--- src/rtl/wash_pkg.sv ---
// rtl/wash_pkg.sv - state encodings, motor codes and decode helpers for wash_seq
package wash_pkg;

    typedef logic [2:0] state_t;

    localparam state_t ST_IDLE  = 3'd0;
    localparam state_t ST_FWD   = 3'd1;
    localparam state_t ST_STOP1 = 3'd2;
    localparam state_t ST_REV   = 3'd3;
    localparam state_t ST_STOP2 = 3'd4;
    localparam state_t ST_DONE  = 3'd5;

    localparam logic [1:0] MOTOR_STOP = 2'b00;
    localparam logic [1:0] MOTOR_FWD  = 2'b01;
    localparam logic [1:0] MOTOR_REV  = 2'b10;

    function automatic logic [1:0] motor_code(input state_t st);
        case (st)
            ST_FWD:  return MOTOR_FWD;
            ST_REV:  return MOTOR_REV;
            default: return MOTOR_STOP;
        endcase
    endfunction

    // Run and dwell phases; the only states in which pause has any effect.
    function automatic logic is_active(input state_t st);
        return (st == ST_FWD) || (st == ST_STOP1) || (st == ST_REV) || (st == ST_STOP2);
    endfunction

endpackage

--- src/rtl/wash_timer.sv ---
// rtl/wash_timer.sv - phase down-counter with load, enable and zero flag
module wash_timer #(
    parameter int CNT_W = 16
) (
    input  logic             clk,
    input  logic             rst_n,
    input  logic             load,
    input  logic             en,
    input  logic [CNT_W-1:0] load_val,
    output logic             zero
);

    logic [CNT_W-1:0] count;

    // Load wins over enable; the counter parks at zero rather than wrapping.
    always_ff @(posedge clk or negedge rst_n) begin
        if (!rst_n) begin
            count <= '0;
        end else if (load) begin
            count <= load_val;
        end else if (en && (count != '0)) begin
            count <= count - 1'b1;
        end
    end

    assign zero = (count == '0);

endmodule

--- src/rtl/wash_seq.sv ---
// rtl/wash_seq.sv - washing-machine drum sequencer: FWD/STOP/REV/STOP cycles with pause
module wash_seq
    import wash_pkg::*;
#(
    parameter int CLK_FREQ = 1,
    parameter int FWD_SEC  = 3,
    parameter int REV_SEC  = 3,
    parameter int STOP_SEC = 1,
    parameter int N_CYCLES = 2,
    parameter int CNT_W    = 16
) (
    input  logic             clk,
    input  logic             rst_n,
    input  logic             start,
    input  logic             pause,
    output logic [1:0]       motor,
    output logic             busy,
    output logic             compl_n,
    output logic [CNT_W-1:0] cycle_cnt
);

    localparam longint CNT_LIM = longint'(1) << CNT_W;

    generate
        if (CLK_FREQ < 1 || FWD_SEC < 1 || REV_SEC < 1 || STOP_SEC < 1 || N_CYCLES < 1) begin : g_bad_zero
            $error("wash_seq: durations, N_CYCLES and CLK_FREQ must all be non-zero");
        end
        if (longint'(FWD_SEC) * longint'(CLK_FREQ) > CNT_LIM ||
            longint'(REV_SEC) * longint'(CLK_FREQ) > CNT_LIM ||
            longint'(STOP_SEC) * longint'(CLK_FREQ) > CNT_LIM ||
            longint'(N_CYCLES) >= CNT_LIM) begin : g_bad_width
            $error("wash_seq: phase length or cycle count does not fit in CNT_W bits");
        end
    endgenerate

    localparam logic [CNT_W-1:0] FWD_LD  = CNT_W'(FWD_SEC * CLK_FREQ - 1);
    localparam logic [CNT_W-1:0] REV_LD  = CNT_W'(REV_SEC * CLK_FREQ - 1);
    localparam logic [CNT_W-1:0] STOP_LD = CNT_W'(STOP_SEC * CLK_FREQ - 1);
    localparam logic [CNT_W-1:0] N_LIM   = CNT_W'(N_CYCLES);

    state_t           state;
    state_t           nxt_state;
    logic             tmr_load;
    logic             tmr_en;
    logic [CNT_W-1:0] tmr_val;
    logic             tmr_zero;
    logic [CNT_W-1:0] cnt_nxt;
    logic             advance;

    wash_timer #(.CNT_W(CNT_W)) u_timer (
        .clk      (clk),
        .rst_n    (rst_n),
        .load     (tmr_load),
        .en       (tmr_en),
        .load_val (tmr_val),
        .zero     (tmr_zero)
    );

    assign advance = tmr_zero && !pause;

    always_comb begin
        nxt_state = state;
        tmr_load  = 1'b0;
        tmr_val   = '0;
        tmr_en    = is_active(state) && !pause;
        cnt_nxt   = cycle_cnt;
        case (state)
            ST_IDLE, ST_DONE: begin
                if (start) begin
                    nxt_state = ST_FWD;
                    tmr_load  = 1'b1;
                    tmr_val   = FWD_LD;
                    cnt_nxt   = '0;
                end
            end
            ST_FWD: begin
                if (advance) begin
                    nxt_state = ST_STOP1;
                    tmr_load  = 1'b1;
                    tmr_val   = STOP_LD;
                end
            end
            ST_STOP1: begin
                if (advance) begin
                    nxt_state = ST_REV;
                    tmr_load  = 1'b1;
                    tmr_val   = REV_LD;
                end
            end
            ST_REV: begin
                if (advance) begin
                    nxt_state = ST_STOP2;
                    tmr_load  = 1'b1;
                    tmr_val   = STOP_LD;
                end
            end
            ST_STOP2: begin
                if (advance) begin
                    cnt_nxt = cycle_cnt + 1'b1;
                    if (cnt_nxt == N_LIM) begin
                        nxt_state = ST_DONE;
                    end else begin
                        nxt_state = ST_FWD;
                        tmr_load  = 1'b1;
                        tmr_val   = FWD_LD;
                    end
                end
            end
            default: nxt_state = ST_IDLE;
        endcase
    end

    // Outputs are registered from the next state so they change on the same edge as the state.
    always_ff @(posedge clk or negedge rst_n) begin
        if (!rst_n) begin
            state     <= ST_IDLE;
            motor     <= MOTOR_STOP;
            busy      <= 1'b0;
            compl_n   <= 1'b1;
            cycle_cnt <= '0;
        end else begin
            state     <= nxt_state;
            motor     <= (pause && is_active(state)) ? MOTOR_STOP : motor_code(nxt_state);
            busy      <= is_active(nxt_state);
            compl_n   <= (nxt_state != ST_DONE);
            cycle_cnt <= cnt_nxt;
        end
    end

endmodule

--- config.mk ---
export PLATFORM = sky130hd
export DESIGN_NAME = wash_seq
export DESIGN_NICKNAME = d
export VERILOG_FILES = /design/src/rtl/wash_pkg.sv /design/src/rtl/wash_timer.sv /design/src/rtl/wash_seq.sv
export SDC_FILE = /design/constraint.sdc
export NUM_CORES = 1
export LEC_CHECK = 0
export BUFFER_PORTS_ARGS = -buffer_cell sky130_fd_sc_hd__buf_2
export CORE_MARGIN = 3
export CORE_UTILIZATION = 50
export CTS_CLUSTER_SIZE = 25
export DETAILED_ROUTE_END_ITERATION = 10
export HOLD_SLACK_MARGIN = 0.12
export PLACE_DENSITY = 0.69
export SYNTH_ARGS = -nofsm -noshare
export SYNTH_HDL_FRONTEND = slang
export SYNTH_SLANG_ARGS = --single-unit
--- constraint.sdc ---
create_clock -name clk -period 6.6 [get_ports clk]
set_input_delay 0.66 -clock clk [delete_from_list [all_inputs] [get_ports clk]]
set_output_delay 0.66 -clock clk [all_outputs]
set_load 0.05 [all_outputs]
Yosys cells after proc, flatten, opt, wreduce, memory -nomap -nowiden
Index checks and enable logic that the tools add are counted.
Storage, ports and cells
  register bits: 39
  logic and storage cells: 64
Operators by class
  add/subtract/negate cells: 2
  equal/unequal tests: 13
  multiplexer cells: 24
  reductions and logical operators: 19
Operator list (number)
  $mux 16: 4
  $pmux 16 s2: 1
  $mux 3: 6
  $add 16x1->16 const B: 1
  $eq 16x2->1 const B: 1
  $logic_not 16->1: 1
  $reduce_bool 16->1: 1
  $sub 16x1->16 const B: 1
  $pmux 3 s5: 1
  $eq 3x2->1 const B: 4
  $mux 2: 5
  $eq 3x3->1 const B: 3
  $eq 3x1->1 const B: 2
  $logic_or 1x1->1: 6
  $pmux 2 s3: 1
  $logic_and 1x1->1: 4
  $mux 1: 4
  $ne 2x2->1 const B: 2
  $pmux 2 s2: 1
  $reduce_bool 2->1: 2
  $logic_not 3->1: 1
  $ne 3x3->1 const B: 1
  $pmux 1 s3: 1
  $reduce_and 3->1: 1
  3 further kinds: 3

Depth between registers and ports, before layout
  depth after elaboration: 9
  gate-level depth with buffers: 10

Modules after synthesis
From an unflattened synthesis, not the netlist that was laid out.
Unflattened totals
  cells, all modules: 315
  area, all modules: 2622.5 um^2
By module, submodules not included
  wash_seq: times used 1, cells each 191, area each 1559.0 um^2
  wash_timer: times used 1, cells each 124, area each 1063.5 um^2

Worst setup path after synthesis
No wires, ideal clock.
  path kind: register -> register
  start: register cycle_cnt[0]
  end: register busy
  setup time: 130 ps
  data arrival time: 2359 ps
  data required time: 6470 ps
  setup slack: 4110 ps
  cell stages (with the launch flop): 9
  path through: dfrtp_1 ha_1 clkbuf_2 nand4_1 nor3_1 xnor2_1 nor4bb_1 and4_1 a31oi_1
Between the ends
  longest elaborated chain between the ends: 9
RTL lines
  start, declared: RTL line wash_seq.sv:19  | output logic [CNT_W-1:0] cycle_cnt
  start signal, assigned: RTL line wash_seq.sv:126  | cycle_cnt <= cnt_nxt;
  $add 16x1->16 (*): RTL line wash_seq.sv:99  | cnt_nxt = cycle_cnt + 1'b1;
  $eq 16x2->1 (*): RTL line wash_seq.sv:100  | if (cnt_nxt == N_LIM) begin
  $mux 3 (*): RTL line wash_seq.sv:100
  $mux 3 (*): RTL line wash_seq.sv:98  | if (advance) begin
  $pmux 3 s5 (*): RTL line wash_seq.sv:67  | case (state)
  $eq 3x1->1 or $eq 3x2->1 (tied branches): RTL line wash_pkg.sv:27  | return (st == ST_FWD) || (st == ST_STOP1) || (st == ST_REV) || (st == ST_STOP2);
  $logic_or 1x1->1 (2 in a row): RTL line wash_pkg.sv:27
  $logic_or 1x1->1 (*): RTL line wash_pkg.sv:27
  end signal, assigned: RTL line wash_seq.sv:124  | busy <= is_active(nxt_state);
  end, declared: RTL line wash_seq.sv:17  | output logic busy,
Every way passes the cells marked *; elsewhere a longest branch is shown, timed or not.
A chain may end at the register's enable or synchronous reset.

Worst setup path in the final report
  start: register u_timer.count[4]
  end: register cycle_cnt[14]
Between the ends
  longest elaborated chain between the ends: 4
RTL lines
  start, declared: RTL line wash_timer.sv:13  | logic [CNT_W-1:0] count;
  start signal, assigned: RTL line wash_timer.sv:20  | count <= load_val;
  start signal, assigned: RTL line wash_timer.sv:22  | count <= count - 1'b1;
  $logic_not 16->1: RTL line wash_timer.sv:26  | assign zero = (count == '0);
  $logic_and 1x1->1: RTL line wash_seq.sv:59  | assign advance = tmr_zero && !pause;
  $ne 2x2->1 (no source line)
  $reduce_and 3->1 (no source line)
No other way between the ends.

==> flow_metrics.tcl <==
set metrics [dict create \
    status "finished, final reports clean" \
    cts_tree "built" \
    p_comb_share_pct 29.6 \
    yosysWarnings 0 \
    p_int_uw 478 \
    fin_setup_tns_ps 0 \
    clockBufferDepth 2 \
    core_region_area_um2 4530 \
    period_share_pct 42.8 \
    synth_cell_type_count 48 \
    instances_no_fill 360 \
    rows 24 \
    end_kind "flop" \
    startpoint_type "flop" \
    dp_hpwl_um 3760 \
    critPathMaxFanout 23 \
    synthesis.nets 289 \
    whs_ps 486 \
    power.leakage_nw 1.14 \
    clkPwrFrac_pct 23.6 \
    io_pins 24 \
    grt_pass1_wl_um 9040 \
    setup_violations 0 \
    postRouteAntennaNets 0 \
    first_pass_iters 4 \
    drive_gt1_share_pct 13.2 \
    grt_setup_unrepaired "no" \
    postSynthAreaPerCell_um2 8.64 \
    required_ps 6770 \
    gp_congestion 0.822 \
    antenna_found_initial 0 \
    swShare_pct 36.9 \
    seq_area_frac_synth_pct 40.2 \
    nNetsFinal 302 \
    r2r_setup_slack_ps 3770 \
    crit_type "flop to flop" \
    port_buffers 23 \
    pwr-share-seq_pct 46.8 \
    async_reset_ff_share_pct 100 \
    syn_inst 281 \
    grt_use_total_pct 20.5 \
    syn2layout_area_growth_pct 9.58 \
    max_slew.worst_pin.slew_ps 930 \
    wl_per_cell_um 14.9 \
    cts_setup_buffers 0 \
    cts_root_buffer "clkbuf_8" \
    clock_latency_ps 290 \
    p_sw_uw 280 \
    fmax_mhz 354 \
    cp_slowest_cell "nand3_1" \
    vias 2072 \
    synth-seq-cells 39 \
    cts_hold_buf 0 \
    clock_skew_ps 8.15 \
    dp_cells 352 \
    crit_arrival_ps 3000 \
    slew_viol_final 0 \
    period_minus_slack_ps 2830 \
    synthFlopType "dfrtp_1" \
    cts_resized 0 \
    routed_wl_um 5380 \
    cts_buffers 5 \
    overflow 0 \
    drc 0 \
    diodes 0 \
    max_slew_margin_pct 37.8 \
    grt_start_max_net_pins 40 \
    synth_edf_count 0 \
    clk_pin_slew_ps 80 \
    drt_iter0_markers 102 \
    power_density_nw_per_um2 285 \
    critical_path.max_stage_delay_ps 720 \
    dieArea_um2 5730 \
    initial_utilization_pct 53.6 \
    die_x_um 75.7 \
    viasPerCell 5.76 \
    cts_sinks 39 \
    ir_worst_vdd_mv 0.129 \
    die_h_um 75.7 \
    hold_viol_final 0 \
    multi_input_area_um2 1350 \
    drv_cap 0 \
    cts_max_level 2 \
    fillers 422 \
    hp-class "primary input to asynchronous set/reset pin" \
    grt_pass1_vias 1914 \
    crit_path_cell_trace "or4_1 > nor3_1 > nand3_1 > a31oi_1 > o21ai_1 > o41ai_1" \
    seqCellArea_um2 977 \
    synth_area_um2 2430 \
]
-- layer usage --
layer,track usage [%],part of all wire (%),vias up
li1,-,-,1035
met1,27.4,48,999
met2,33.9,48,32
met3,2.90,2.8,6
met4,6.99,0.82,0
met5,0,0,-
-- critical path: cells and delay by family (launching register included) --
kind / cells / cell delay (ps)
AOI/OAI and AO/OA: 3 / 550
DFF: 1 / 400
and+or+nand+nor: 3 / 1750
-- cell families after synthesis --
| family | count (synthesis) | share of synthesized area, % |
|---|---|---|
| simple gates | 123 | 27.5 |
| compound gates | 66 | 17.5 |
| flops | 39 | 40.2 |
| buf+inv | 25 | 4.02 |
| xor+xnor | 23 | 8.29 |
| fa+ha+maj | 4 | 2.06 |
| mux | 1 | 0.464 |
-- through the flow --
step | setup slack (ps) | util (%) | total power, mW | cell area (um^2)
after floorplan | 4110 | - | 0.528 | 2430
after global placement | 3850 | 56.5 | 0.578 | 2560
after detailed placement | 3770 | 56.5 | 0.584 | 2560
after CTS | 3760 | 58.7 | 0.766 | 2660
after global routing | 3490 | 58.7 | 0.813 | 2660
final | 3770 | 58.7 | 0.759 | 2660
-- layout make-up --
cell class              count  area share (%)
multi-input cells         217            50.9
repair buffers             24            4.61
well taps                  65            3.06
clock buffers               8            3.76
inverters                   7           0.987
flip-flops and latches     39            36.7
-- Yosys cell counts, drive strengths merged, types with 2 or more instances --
cell type	n	area, um^2
dfrtp	38	951
nor2	34	128
o21ai	25	125
nand2	19	71.3
a21oi	16	80.1
xnor2	14	123
clkbuf	13	50.0
nand3	11	55.1
nor4	11	83.8
xor2	9	78.8
nor3	8	40.0
inv	7	26.3
o31ai	7	66.3
nand4	6	37.5
and3	5	31.3
buf	5	21.3
or3	5	31.3
a31oi	4	25.0
and4	4	35.0
ha	4	50.1
nand2b	4	25.0
nor2b	3	18.8
o21a	3	22.5
o41ai	3	26.3
or4	3	30.0
and2	2	12.5
nand3b	2	15.0
nand4b	2	17.5
o21bai	2	26.3
-- final timing paths --
path | start | cells after the start | endpoint
min in group clk | u_timer.count[14] | 2 | u_timer.count[14]
hold / removal | rst_n | 1 | u_timer.count[8]
max in group asynchronous | rst_n | 1 | u_timer.count[0]
setup reg to reg | u_timer.count[4] | 6 | cycle_cnt[14]
setup / recovery | u_timer.count[4] | 6 | cycle_cnt[14]
hold reg to reg | u_timer.count[14] | 2 | u_timer.count[14]
-- flip-flops by register name (all words and copies together) (netlist names) --
signal / count
compl_n: 1
cycle_cnt: 16
u_timer.count: 16
state: 3
motor: 2
busy: 1
-- power by group through the flow --
stage | Clock, mW | Combinational (mW) | Sequential [mW]
after detailed placement | 0 | 0.225 | 0.359
after global routing | 0.194 | 0.252 | 0.367
after CTS | 0.184 | 0.227 | 0.355
after floorplan | 0 | 0.168 | 0.360
final | 0.179 | 0.225 | 0.355
after global placement | 0 | 0.223 | 0.356
-- layout by cell type, fill, tap and decap left out, types with 5 or more instances in the layout --
cell type and instances:
xor2_1 9, or3_1 5, a21oi_1 16, nand2_1 19, xnor2_1 14, clkbuf_8 7, o21ai_0 17, nor4_1 10
inv_1 7, nand3_1 11, nand4_1 6, o21ai_1 8, and3_1 5, nor3_1 8, dfrtp_1 38, buf_2 23
o31ai_1 6, nor2_1 34
(Power assumes the default switching activity.)
